--- src/rtl/spi_reg_ctrl.sv ---
`timescale 1ns/1ps
// SPI register front end: one command byte per cs frame selects a start address,
// then streams burst writes into, or burst reads out of, a byte register file.
module spi_reg_ctrl #(
    parameter int         NREG   = 8,
    parameter logic [7:0] ID_VAL = 8'hA5
) (
    input  logic                    clk,
    input  logic                    rst,
    input  logic [7:0]              rx_data,
    input  logic                    rx_valid,
    input  logic                    cs,
    output logic [7:0]              tx_data,
    output logic                    tx_load,
    output logic [NREG*8-1:0]       regs,
    output logic                    wr_strobe,
    output logic [$clog2(NREG)-1:0] wr_addr,
    output logic                    err
);
    localparam int AW = $clog2(NREG);

    typedef enum logic [1:0] {IDLE, CMD, WRITE, READ} state_t;

    state_t        state_q, state_d;
    logic          cs_meta_q, cs_s_q, cs_prev_q;
    logic [AW-1:0] addr_q, addr_d;
    logic          oor_q, oor_d;
    logic          err_q, err_d;
    logic [7:0]    tx_data_q, tx_data_d;
    logic          tx_load_q, tx_load_d;
    logic          wr_strobe_q, wr_strobe_d;
    logic [AW-1:0] wr_addr_q, wr_addr_d;
    logic [7:0]    mem_q [NREG];
    logic [7:0]    mem_d [NREG];
    logic          frame_start, frame_end, cmd_oor;

    // cs_prev_q is one stage behind cs_s_q, so these are edges of the synchronized cs.
    assign frame_start = cs_prev_q & ~cs_s_q;
    assign frame_end   = ~cs_prev_q & cs_s_q;
    assign cmd_oor     = int'(rx_data[6:0]) >= NREG;

    // Location 0 is never stored; it always reads back the ID constant.
    function automatic logic [7:0] rd_byte(input logic [AW-1:0] a);
        return (a == '0) ? ID_VAL : mem_q[a];
    endfunction

    always_comb begin
        state_d     = state_q;
        addr_d      = addr_q;
        oor_d       = oor_q;
        err_d       = err_q;
        tx_data_d   = tx_data_q;
        tx_load_d   = 1'b0;
        wr_strobe_d = 1'b0;
        wr_addr_d   = wr_addr_q;
        mem_d       = mem_q;

        if (frame_start) begin
            state_d = CMD;
            err_d   = 1'b0;
            oor_d   = 1'b0;
        end else if (frame_end) begin
            // A byte arriving together with the cs release is dropped here.
            state_d = IDLE;
        end else if (rx_valid) begin
            case (state_q)
                IDLE: begin
                end
                CMD: begin
                    addr_d = rx_data[AW-1:0];
                    oor_d  = cmd_oor;
                    err_d  = err_q | cmd_oor;
                    if (rx_data[7]) begin
                        state_d = WRITE;
                    end else begin
                        state_d   = READ;
                        tx_load_d = 1'b1;
                        tx_data_d = cmd_oor ? 8'h00 : rd_byte(rx_data[AW-1:0]);
                    end
                end
                WRITE: begin
                    if (!oor_q && addr_q != '0) begin
                        mem_d[addr_q] = rx_data;
                        wr_strobe_d   = 1'b1;
                        wr_addr_d     = addr_q;
                    end
                    addr_d = addr_q + 1'b1;
                end
                READ: begin
                    addr_d    = addr_q + 1'b1;
                    tx_load_d = 1'b1;
                    tx_data_d = oor_q ? 8'h00 : rd_byte(addr_q + 1'b1);
                end
                default: begin
                end
            endcase
        end
    end

    always_ff @(posedge clk or posedge rst) begin
        if (rst) begin
            cs_meta_q   <= 1'b1;
            cs_s_q      <= 1'b1;
            cs_prev_q   <= 1'b1;
            state_q     <= IDLE;
            addr_q      <= '0;
            oor_q       <= 1'b0;
            err_q       <= 1'b0;
            tx_data_q   <= 8'h00;
            tx_load_q   <= 1'b0;
            wr_strobe_q <= 1'b0;
            wr_addr_q   <= '0;
            for (int i = 0; i < NREG; i++) mem_q[i] <= 8'h00;
        end else begin
            cs_meta_q   <= cs;
            cs_s_q      <= cs_meta_q;
            cs_prev_q   <= cs_s_q;
            state_q     <= state_d;
            addr_q      <= addr_d;
            oor_q       <= oor_d;
            err_q       <= err_d;
            tx_data_q   <= tx_data_d;
            tx_load_q   <= tx_load_d;
            wr_strobe_q <= wr_strobe_d;
            wr_addr_q   <= wr_addr_d;
            mem_q       <= mem_d;
        end
    end

    always_comb begin
        regs[7:0] = ID_VAL;
        for (int k = 1; k < NREG; k++) regs[8*k +: 8] = mem_q[k];
    end

    assign tx_data   = tx_data_q;
    assign tx_load   = tx_load_q;
    assign wr_strobe = wr_strobe_q;
    assign wr_addr   = wr_addr_q;
    assign err       = err_q;
endmodule
--- config.mk ---
export PLATFORM = sky130hd
export DESIGN_NAME = spi_reg_ctrl
export DESIGN_NICKNAME = d
export VERILOG_FILES = /design/src/rtl/spi_reg_ctrl.sv
export SDC_FILE = /design/constraint.sdc
export NUM_CORES = 1
export LEC_CHECK = 0
export CAP_MARGIN = 5
export CORE_ASPECT_RATIO = 1.5
export CORE_MARGIN = 1.5
export CORE_UTILIZATION = 45
export DETAILED_ROUTE_END_ITERATION = 6
export PLACE_DENSITY = 0.7
export REMOVE_ABC_BUFFERS = 1
export SLEW_MARGIN = 20
export SYNTH_ARGS = -nofsm -noshare
export SYNTH_HDL_FRONTEND = slang
export SYNTH_SLANG_ARGS = --single-unit
--- constraint.sdc ---
create_clock -name clk -period 6.99 [get_ports clk]
set_input_delay 1.398 -clock clk [delete_from_list [all_inputs] [get_ports clk]]
set_output_delay 1.398 -clock clk [all_outputs]
set_load 0.02 [all_outputs]
# ---- Word-level counts from Yosys, hierarchy flattened
# Cells that the tools add are included.
dict set report word_totals {
  regBits 87
  out_inout_bits 78
  elab_cells 97
}
dict set report classes {
  add_sub_neg 1
  n_lt_le_gt_ge 5
  eq_ne 5
  mux 39
  n_bitwise 10
  reduce_logical 18
}
# op n
set op_table {}
lappend op_table {{two-way mux 8 bit} 10}
lappend op_table {{bitwise mux 64 bit} 1}
lappend op_table {{binary-select mux 8 bit (select 3 bit)} 2}
lappend op_table {{demux 8 bit (select 3 bit)} 1}
lappend op_table {{two-way mux 1 bit} 18}
lappend op_table {{case mux 8 bit (2 select lines)} 1}
lappend op_table {{>= comparator 4 bit (second input constant)} 3}
lappend op_table {{NOT 3 -> 4 bit} 3}
lappend op_table {{AND reduction 5 bit} 2}
lappend op_table {{nonzero test 3 bit} 3}
lappend op_table {{two-way mux 2 bit} 4}
lappend op_table {{nonzero test 2 bit} 4}
lappend op_table {{>= comparator 7 x 4 -> 1 bit (second input constant)} 1}
lappend op_table {{zero test 3 bit} 2}
lappend op_table {{case mux 3 bit (2 select lines)} 1}
lappend op_table {{equality test 2 bit (second input constant)} 2}
lappend op_table {{less-than comparator 4 x 1 -> 1 bit (second input constant)} 1}
lappend op_table {{inequality test 2 bit (second input constant)} 2}
lappend op_table {{NOT 1 bit} 4}
lappend op_table {{AND reduction 4 bit} 1}
lappend op_table {{adder 3 x 1 -> 3 bit (second input constant)} 1}
lappend op_table {{AND reduction 3 bit} 1}
lappend op_table {{AND 1 bit} 2}
lappend op_table {{equality test 2 x 1 -> 1 bit (second input constant)} 1}
lappend op_table {{6 further kinds} 7}

# ---- Longest topological paths before layout
# Gate-level depths: netlist (run 1).
dict set report depth {
  depth_word 8
  mapped_depth 9
}

# ---- Worst setup path before layout (run 1)
# OpenSTA, ideal clock, no wires.
dict set report synth_path {
  kind {flip-flop to flip-flop}
  from {register addr_q[0]}
  to {register tx_data_q[1] (netlist: tx_data[1])}
  arrival_time_ns 2.534
  required_ns 6.864
  slack_ns 4.330
  stages_incl_launch_ff 10
  cell_sequence {dfrtp_1 buf_2 buf_2 inv_1 ha_1 buf_2 buf_1 mux4_2 a22o_1 a221o_1}
}
dict set report synth_via {
  elab_chain_len 8
  elab_cells_between_ends 9
  cone_classes {1 x add/sub; 6 x mux; 1 x bitwise; 1 x reduce/logical}
}
# element line_no
set synth_lines {}
lappend synth_lines {{start, declared} 26} ;# logic [AW-1:0] addr_q, addr_d;
lappend synth_lines {{start signal, assigned} 119} ;# addr_q <= addr_d;
lappend synth_lines {{adder 3 x 1 -> 3 bit *} 92} ;# tx_data_d = oor_q ? 8'h00 : rd_byte(addr_q + 1'b1);
lappend synth_lines {{NOT 3 -> 4 bit (implied by the code)} 44} ;# return (a == '0) ? ID_VAL : mem_q[a];
lappend synth_lines {{binary-select mux 8 bit (select 3 bit)} 44}
lappend synth_lines {{two-way mux 8 bit (implied by the code) (2 in series)} 44}
lappend synth_lines {{two-way mux 8 bit *} 44}
lappend synth_lines {{two-way mux 8 bit *} 92}
lappend synth_lines {{case mux 8 bit (2 select lines) *} 66} ;# case (state_q)
lappend synth_lines {{end signal, assigned} 122} ;# tx_data_q <= tx_data_d;
lappend synth_lines {{end, declared} 29} ;# logic [7:0] tx_data_q, tx_data_d;
# Mark *: on every way between the ends. The rest lies on a longest branch, timed or not. The select of a mux whose other input is x is not followed.
# A chain may end at the register's enable or synchronous reset.

# ---- Worst setup path after layout (run 1)
dict set report layout_path {
  from {input rx_data[6]}
  to {register tx_data_q[6] (netlist: tx_data[6])}
}
dict set report layout_via {
  elab_chain_len 4
}
# element line_no
set layout_lines {}
lappend layout_lines {{start, declared} 10} ;# input logic [7:0] rx_data,
lappend layout_lines {{>= comparator 7 x 4 -> 1 bit} 40} ;# assign cmd_oor = int'(rx_data[6:0]) >= NREG;
lappend layout_lines {{two-way mux 8 bit} 78} ;# tx_data_d = cmd_oor ? 8'h00 : rd_byte(rx_data[AW-1:0]);
lappend layout_lines {{two-way mux 8 bit} 73} ;# if (rx_data[7]) begin
lappend layout_lines {{case mux 8 bit (2 select lines)} 66}
# Every way passes these cells. The select of a mux whose other input is x is not followed.

==> results of run 1 <==
## worst min path at each step
stage / start / to / slack [ns] / cells past startpoint
3_5_place_dp: cs_meta_q / cs_s_q / 0.35 / 0
6_report: cs_meta_q / cs_s_q / 0.36 / 0
2_1_floorplan: cs_meta_q / cs_s_q / 0.35 / 0
5_1_grt: cs_meta_q / cs_s_q / 0.37 / 0
3_3_place_gp: cs_meta_q / cs_s_q / 0.35 / 0
4_1_cts: cs_meta_q / cs_s_q / 0.36 / 0
## registers in the layout, summed over array words and instances, names as in the netlist
register	flops
regs	56
mem_q	8
tx_data	8
addr_q	3
wr_addr	3
state_q	2
cs_meta_q	1
cs_prev_q	1
cs_s_q	1
err	1
oor_q	1
tx_load	1
wr_strobe	1
## cells in the final DEF (no fill, tap or decap), types with 6 or more instances in the layout
| master | n |
|---|---|
| dfrtp_1 | 84 |
| clkdlybuf4s50_1 | 81 |
| mux2_2 | 70 |
| nor2_1 | 18 |
| inv_1 | 17 |
| mux4_2 | 17 |
| nand2_1 | 12 |
| mux2i_1 | 12 |
| clkbuf_16 | 9 |
| a21oi_1 | 8 |
| a221oi_1 | 8 |
| conb_1 | 8 |
| o22ai_1 | 7 |
| nand2_2 | 6 |
## final cells by class
type / count / area share
clock inverters: 5 / 0.0141
repair buffers: 86 / 0.148
clock buffers: 11 / 0.0421
flip-flops and latches: 87 / 0.379
inverters: 18 / 0.0119
multi-input cells: 231 / 0.374
well taps: 144 / 0.0313
## routing by layer
metal | part of all wire | vias to the layer above | GRT usage
met4 | 0.030 | 0 | 0.109
li1 | - | 1470 | -
met3 | 0.042 | 26 | 0.0339
met5 | 0 | - | 0
met1 | 0.38 | 1696 | 0.266
met2 | 0.54 | 110 | 0.373
## cell usage after synthesis (5+ instances only)
cell type | n | area [um^2]
nor4_1 | 5 | 31.3
a22o_1 | 5 | 43.8
nand2_1 | 12 | 45.0
mux4_2 | 17 | 383
mux2i_1 | 12 | 120
a221oi_1 | 8 | 70.1
clkbuf_1 | 10 | 37.5
buf_4 | 64 | 480
buf_2 | 7 | 35.0
nor2_1 | 18 | 67.6
mux2_2 | 70 | 788
inv_1 | 18 | 67.6
o22ai_1 | 7 | 43.8
nand2_2 | 6 | 37.5
dfrtp_1 | 84 | 2100
a21oi_1 | 8 | 40.0
ha_1 | 5 | 62.6
nor3_1 | 5 | 25.0
## per-stage QoR
| step | cell area (um^2) | util | hold WS [ns] | total power (W) |
|---|---|---|---|---|
| floorplan | 4400 | - | 0.345 | 0.00144 |
| global placement | 5430 | 0.510 | 0.351 | 0.00188 |
| detailed placement | 5430 | 0.510 | 0.354 | 0.00190 |
| CTS | 5760 | 0.541 | 0.364 | 0.00243 |
| global route | 5760 | 0.541 | 0.366 | 0.00253 |
| finish | 5760 | 0.541 | 0.359 | 0.00241 |
## power by group through the flow
stage               registers (W)  logic (W)  clock network, W
finish                   0.000850    0.00104          0.000518
global route             0.000872    0.00111          0.000543
CTS                      0.000848    0.00105          0.000527
detailed placement       0.000854    0.00105                 0
global placement         0.000850    0.00102                 0
floorplan                0.000991   0.000445                 0
## cell families (layout without fill, tap and decap cells)
| family | after synthesis | in the layout |
|---|---|---|
| xor gates and xnor gates | 2 | 2 |
| other | 2 | 8 |
| adders and majority gates | 5 | 5 |
| muxes | 99 | 99 |
| DFF | 87 | 87 |
| buffers and inverters | 102 | 120 |
| AOI/OAI and AO/OA | 52 | 52 |
| and+or+nand+nor | 65 | 65 |
## critical path, delay by kind of cell
| kind | cells | cell delay, ns |
|---|---|---|
| buffers and inverters | 1 | 0.55 |
| AOI/OAI and AO/OA | 1 | 0.15 |
| and+or+nand+nor | 3 | 1.58 |
==> impl_metrics.json, run 1 <==
{
  "status": "finished clean",
  "vias": 3302,
  "io_buffers": 81,
  "synthSimpleGateAreaFrac": 0.0730,
  "maxSlewHeadroom": 0.366,
  "regArea_um2": 2180,
  "area_delta_synth_final_pct": 16.3,
  "worstSetupStartpointType": "primary input",
  "tightest_slew_ns": 0.950,
  "cpMostUsedCell": "nor4_1",
  "die_y_um": 131,
  "clk_transition_reported_paths_ns": 0.06,
  "crit_start": "rx_data[6]",
  "peakVddDrop_mv": 0.170,
  "worst_slack_ns": 3.59,
  "power.net_switching_w": 0.000889,
  "synthAdderAreaFrac": 0.0126,
  "synth_top_family_by_area": "multiplexers",
  "root_buffer": "clkbuf_16",
  "swShare": 0.369,
  "pwr-share-comb": 0.432,
  "cts_resized": 0,
  "seqPwrFrac": 0.353,
  "fmax_mhz": 294,
  "crit_type": "in2reg",
  "synth-compound-area-share": 0.0791,
  "p_leak_nw": 2.55,
  "wire_per_inst_um": 20.6,
  "insertion_delay_ns": 0.34,
  "crit_path_max_incr_delay_ns": 0.65,
  "rows": 46,
  "initial_utilization": 0.465,
  "dieArea_um2": 11700,
  "layout-drive-gt1-share": 0.285,
  "synthesis.area_um2": 4950,
  "grt_pass1_wl_mm": 19.2,
  "cts_tree": "built",
  "finClkSkew_ns": 0.00983,
  "hold_class": "reg2reg",
  "dp_hpwl_mm": 8.08,
  "grt_start_max_net_pins": 88,
  "grt_use_total": 0.220,
  "slew_viol_final": 0,
  "r2r_slack_ns": 4.11,
  "slowest_stage": "nor4_1",
  "worst_ep_required_time_ns": 7.28,
  "drt-initial-drc-count": 178,
  "yosys-mux-area-fraction": 0.261,
  "clock_path_buffers": 2,
  "yosysWarningCount": 0,
  "drv_cap": 0,
  "post-route-period-util": 0.486,
  "fin_tns_setup_ns": 0,
  "setup_violations": 0,
  "avgSynthCellArea_um2": 12.0,
  "cts_hold_buffers": 0,
  "fin_crit_ns": 3.40,
  "core_area_um2": 10600,
  "dpl.cell_count": 566,
  "synthXorXnorAreaFrac": 0.00354,
  "synthArstFlopShare": 1.00,
  "worst_r2r_endpoint": "tx_data[4]",
  "clock-sinks": 87,
  "pre_cts_ws_ns": 3.27,
  "r2r_start": "addr_q[1]",
  "ys_ff_latch": 87,
  "post_cts_buffers": 0,
  "vias_per_cell": 5.67,
  "gp_congestion": 0.855,
  "multi_input_area_um2": 2150,
  "synth_edf_count": 0,
  "power_density_nw_per_um2": 419,
  "ys_types": 43,
  "drcViolationCount": 0,
  "crit_chain": "clkdlybuf4s50_1 -> nor4_1 -> nand4b_1 -> nor4_1 -> a221o_1",
  "finalNonFillerCells": 582,
  "ff2ff_path_depth": 5,
  "antenna_found_initial": 0,
  "cts_max_level": 3,
  "end_kind": "flop",
  "final_antenna_net_count": 0,
  "ys.flop_type": "dfrtp_1",
  "endpoint": "tx_data[6]",
  "path_max_fanout": 9,
  "first_pass_iters": 4,
  "hold_violations": 0,
  "fin_nets": 450,
  "clockPowerShare": 0.215,
  "p_int_w": 0.00152,
  "rsz0062_at_grt": "no",
  "pin_count": 90,
  "cp.arrival_ns": 3.68,
  "nFillCells": 913,
  "grt_pass1_vias": 3539,
  "die_w_um": 88.7,
  "diodes": 0,
  "grt.overflow.total": 0,
  "synthCells": 414,
  "totalWireLength_mm": 12.0,
  "numCtsBuffers": 9,
  "yosysSeqAreaShare": 0.440
}
No activity file was read; power rests on OpenSTA's default activity.
==> run 2: changes to the inputs <==
Clock period 6.99 ns to 3.43 ns, I/O delays scaled along.
==> impl_metrics.json, run 2 (synthesis gave the netlist of run 1 again) <==
{
  "numCtsBuffers": 9,
  "initial_utilization": 0.465,
  "first_pass_iters": 4,
  "largest_reg_flops": 56,
  "end_kind": "flop",
  "drv_cap": 0,
  "vias_per_cell": 5.67,
  "rsz0062_at_grt": "no",
  "post-route-period-util": 0.797,
  "vias": 3331,
  "hold_ws_ns": 0.359,
  "crit_type": "in2reg",
  "grt_use_total": 0.226,
  "slew_viol_final": 0,
  "grt_pass1_wl_mm": 19.6,
  "root_buffer": "clkbuf_16",
  "wire_per_inst_um": 20.8,
  "core_area_um2": 10600,
  "pin_count": 90,
  "die_w_um": 88.7,
  "worstSetupStartpointType": "primary input",
  "post_cts_buffers": 0,
  "rows": 46,
  "peakVddDrop_mv": 0.435,
  "layout-drive-gt1-share": 0.293,
  "fmax_mhz": 366,
  "cts_tree": "built",
  "status": "finished clean",
  "dp_hpwl_mm": 8.62,
  "hold_class": "reg2reg",
  "drcViolationCount": 0,
  "clock-sinks": 87,
  "r2r_slack_ns": 0.87,
  "grt_pass1_vias": 3560,
  "cts_hold_buffers": 0,
  "totalWireLength_mm": 12.2,
  "cts_max_level": 3,
  "cts_resized": 0,
  "drt-initial-drc-count": 255,
  "io_buffers": 81,
  "die_y_um": 131,
  "maxSlewHeadroom": 0.525,
  "power.total_w": 0.00493,
  "insertion_delay_ns": 0.35,
  "tightest_slew_ns": 0.706,
  "gp_congestion": 0.830,
  "final_common_cell": "dfrtp_1",
  "dieArea_um2": 11700,
  "fin_nets": 455,
  "antenna_found_initial": 0,
  "diodes": 0,
  "hold_violations": 0,
  "grt.overflow.total": 0,
  "clock_path_buffers": 2,
  "cp.arrival_ns": 3.02,
  "finClkSkew_ns": 0.00671,
  "setup_violations": 0,
  "final_cell_mix": "84 x dfrtp_1, 81 x clkdlybuf4s50_1, 70 x mux2_2",
  "fin_tns_setup_ns": 0,
  "grt_start_max_net_pins": 55,
  "worst_ep_required_time_ns": 3.72,
  "final_antenna_net_count": 0,
  "final_core_util": 0.545,
  "fin_crit_ns": 2.73,
  "clk_transition_reported_paths_ns": 0.06,
  "power_density_nw_per_um2": 850,
  "p_leak_nw": 2.58,
  "path_max_fanout": 9,
  "area_delta_synth_final_pct": 17.3
}
run 2: area by class of cell:
class	instances	area, um^2
inverter	18	68.8
sequential	87	2180
multi-input combinational	231	2150
clock buffer	11	243
clock inverter	5	81.3
tap	144	180
timing repair buffer	91	898
fill	915	4840
run 2: per-stage QoR:
stage | setup slack, ns | cell area, um^2 | instances
after detailed placement | 0.443 | 5480 | 571
after global routing | 0.488 | 5810 | 587
after CTS | 0.776 | 5810 | 587
after global placement | 0.569 | 5480 | 571
final | 0.696 | 5810 | 587
after floorplan | 0.440 | 4400 | 336
run 2: worst paths after layout:
kind                            start         end  cells past startpoint
min in group asynchronous         rst  state_q[1]                      2
min                         cs_meta_q      cs_s_q                      0
max                        rx_data[6]  tx_data[3]                      5
min reg2reg                 cs_meta_q      cs_s_q                      0
max in group asynchronous         rst   cs_meta_q                      3
max reg2reg                 addr_q[1]  tx_data[5]                      6
run 2: worst max-delay path, cell delays in order:
cell and delay [ns]:
clkdlybuf4s50_1 0.55, nor4_1 0.70, nand4b_1 0.52, nor4_1 0.41
a221o_1 0.15
run 2: layer usage:
layer  GRT usage  vias up  wire (um)
met1       0.271     1708       4560
met2       0.374      116       6660
met5           0        -          0
met4       0.115        0        435
li1            -     1482          -
met3      0.0471       25        564
run 2: where the power goes:
part	internal (W)	switching, W
clock network	0.000659	0.000408
logic	0.00109	0.00103
registers	0.00136	0.000375
==> run 3: changes to the inputs <==
Clock period 3.43 ns to 2.65 ns, I/O delays scaled along.
==> impl_metrics.json, run 3 (synthesis gave the netlist of run 1 again) <==
{
  "status": "finished clean",
  "slew_viol_final": 0,
  "cts_tree": "built",
  "layout-drive-gt1-share": 0.313,
  "post-route-period-util": 0.895,
  "peakVddDrop_mv": 0.477,
  "placed_area_um2": 5580,
  "pin_count": 90,
  "clock_path_buffers": 2,
  "final_common_cell": "dfrtp_1",
  "io_buffers": 81,
  "final_antenna_net_count": 0,
  "drv_cap": 0,
  "topRoutingLayerUsed": "met4",
  "root_buffer": "clkbuf_16",
  "p_leak_nw": 2.62,
  "regArea_um2": 2180,
  "path_max_fanout": 9,
  "drt-initial-drc-count": 168,
  "worst_ep_required_time_ns": 2.93,
  "setup_violations": 0,
  "rows": 46,
  "wire_per_inst_um": 21.0,
  "wl_met3_um": 434,
  "insertion_delay_ns": 0.35,
  "drcViolationCount": 0,
  "hold_violations": 0,
  "r2r_slack_ns": 0.33,
  "die_y_um": 131,
  "crit_type": "in2reg",
  "grt_use_total": 0.234,
  "tightest_slew_ns": 0.728,
  "met2WireLength_mm": 6.75,
  "vias": 3411,
  "dpl.cell_count": 585,
  "core_area_um2": 10600,
  "worst_slack_ns": 0.278,
  "hold_class": "reg2reg",
  "fmax_mhz": 422,
  "rsz0062_at_grt": "no",
  "cts_max_level": 3,
  "grt_pass1_vias": 3682,
  "final_core_util": 0.551,
  "met1Wirelength_mm": 4.84,
  "area_delta_synth_final_pct": 18.4,
  "fin_crit_ns": 2.37,
  "cts_hold_buffers": 0,
  "vias_per_cell": 5.68,
  "grt.overflow.total": 0,
  "maxSlewHeadroom": 0.513,
  "fin_tns_setup_ns": 0,
  "nFillCells": 927,
  "dieArea_um2": 11700,
  "fin_nets": 469,
  "clk_transition_reported_paths_ns": 0.06,
  "final_cell_mix": "84 x dfrtp_1, 81 x clkdlybuf4s50_1, 70 x mux2_2",
  "diodes": 0,
  "cp.arrival_ns": 2.66,
  "post_cts_buffers": 0,
  "end_kind": "flop",
  "finalNonFillerCells": 601,
  "worstSetupStartpointType": "primary input",
  "die_w_um": 88.7,
  "fin_area_um2": 5860,
  "dp_hpwl_mm": 8.93,
  "cts_resized": 0,
  "totalWireLength_mm": 12.6,
  "grt_pass1_wl_mm": 20.3,
  "grt_start_max_net_pins": 55,
  "finClkSkew_ns": 0.00517,
  "initial_utilization": 0.465,
  "first_pass_iters": 4,
  "largest_reg_flops": 56,
  "clock-sinks": 87,
  "numCtsBuffers": 9,
  "gp_congestion": 0.841,
  "antenna_found_initial": 0,
  "pre_cts_ws_ns": 0.0485,
  "multi_input_area_um2": 2150,
  "power_density_nw_per_um2": 1070
}
[run 3: cell types whose count changed in the layout (fill, tap and decap cells not counted)]
cell | previous run | this run
buf_4 | 9 | 24
clkbuf_8 | 1 | 3
buf_12 | 1 | 0
clkinvlp_4 | 1 | 2
clkbuf_1 | 1 | 2
bufinv_16 | 2 | 0
inv_6 | 1 | 0
clkinv_2 | 2 | 1
[run 3: worst paths after layout]
| path | startpoint | end | cells past startpoint |
|---|---|---|---|
| worst max-delay path | rx_data[3] | tx_data[3] | 5 |
| worst min-delay path | cs_meta_q | cs_s_q | 0 |
| worst max register to register | cs_s_q | regs[56] | 6 |
| worst min register to register | cs_meta_q | cs_s_q | 0 |
| max in group asynchronous | rst | tx_data[2] | 3 |
| min in group asynchronous | rst | state_q[0] | 3 |
[run 3: area by class of cell]
cell class	count	area share
sequential	87	0.372
timing repair buffer	105	0.169
inverter	18	0.0117
multi-input combinational	231	0.367
clock buffer	14	0.0467
tap	144	0.0307
clock inverter	2	0.00256
[run 3: layer usage]
metal	vias to the layer above	GRT usage
met1	1773	0.283
met3	34	0.0270
met2	109	0.389
met4	0	0.143
met5	-	0
li1	1495	-
[run 3: per-stage QoR]
step	hold WS (ns)	total power (W)
2_1_floorplan	0.345	0.00379
3_3_place_gp	0.354	0.00503
3_5_place_dp	0.353	0.00509
4_1_cts	0.362	0.00634
5_1_grt	0.365	0.00660
6_report	0.360	0.00630
[run 3: power breakdown]
group          switching (W)  total [W]  internal (W)
logic                0.00139    0.00285       0.00146
registers           0.000462    0.00223       0.00177
clock network       0.000515    0.00123      0.000713
total                0.00237    0.00630       0.00394
[run 3: critical path, stage by stage]
cell	delay (ns)
clkdlybuf4s50_1	0.56
nor4_1	0.63
nand4b_1	0.37
nor4_1	0.41
a221o_1	0.16
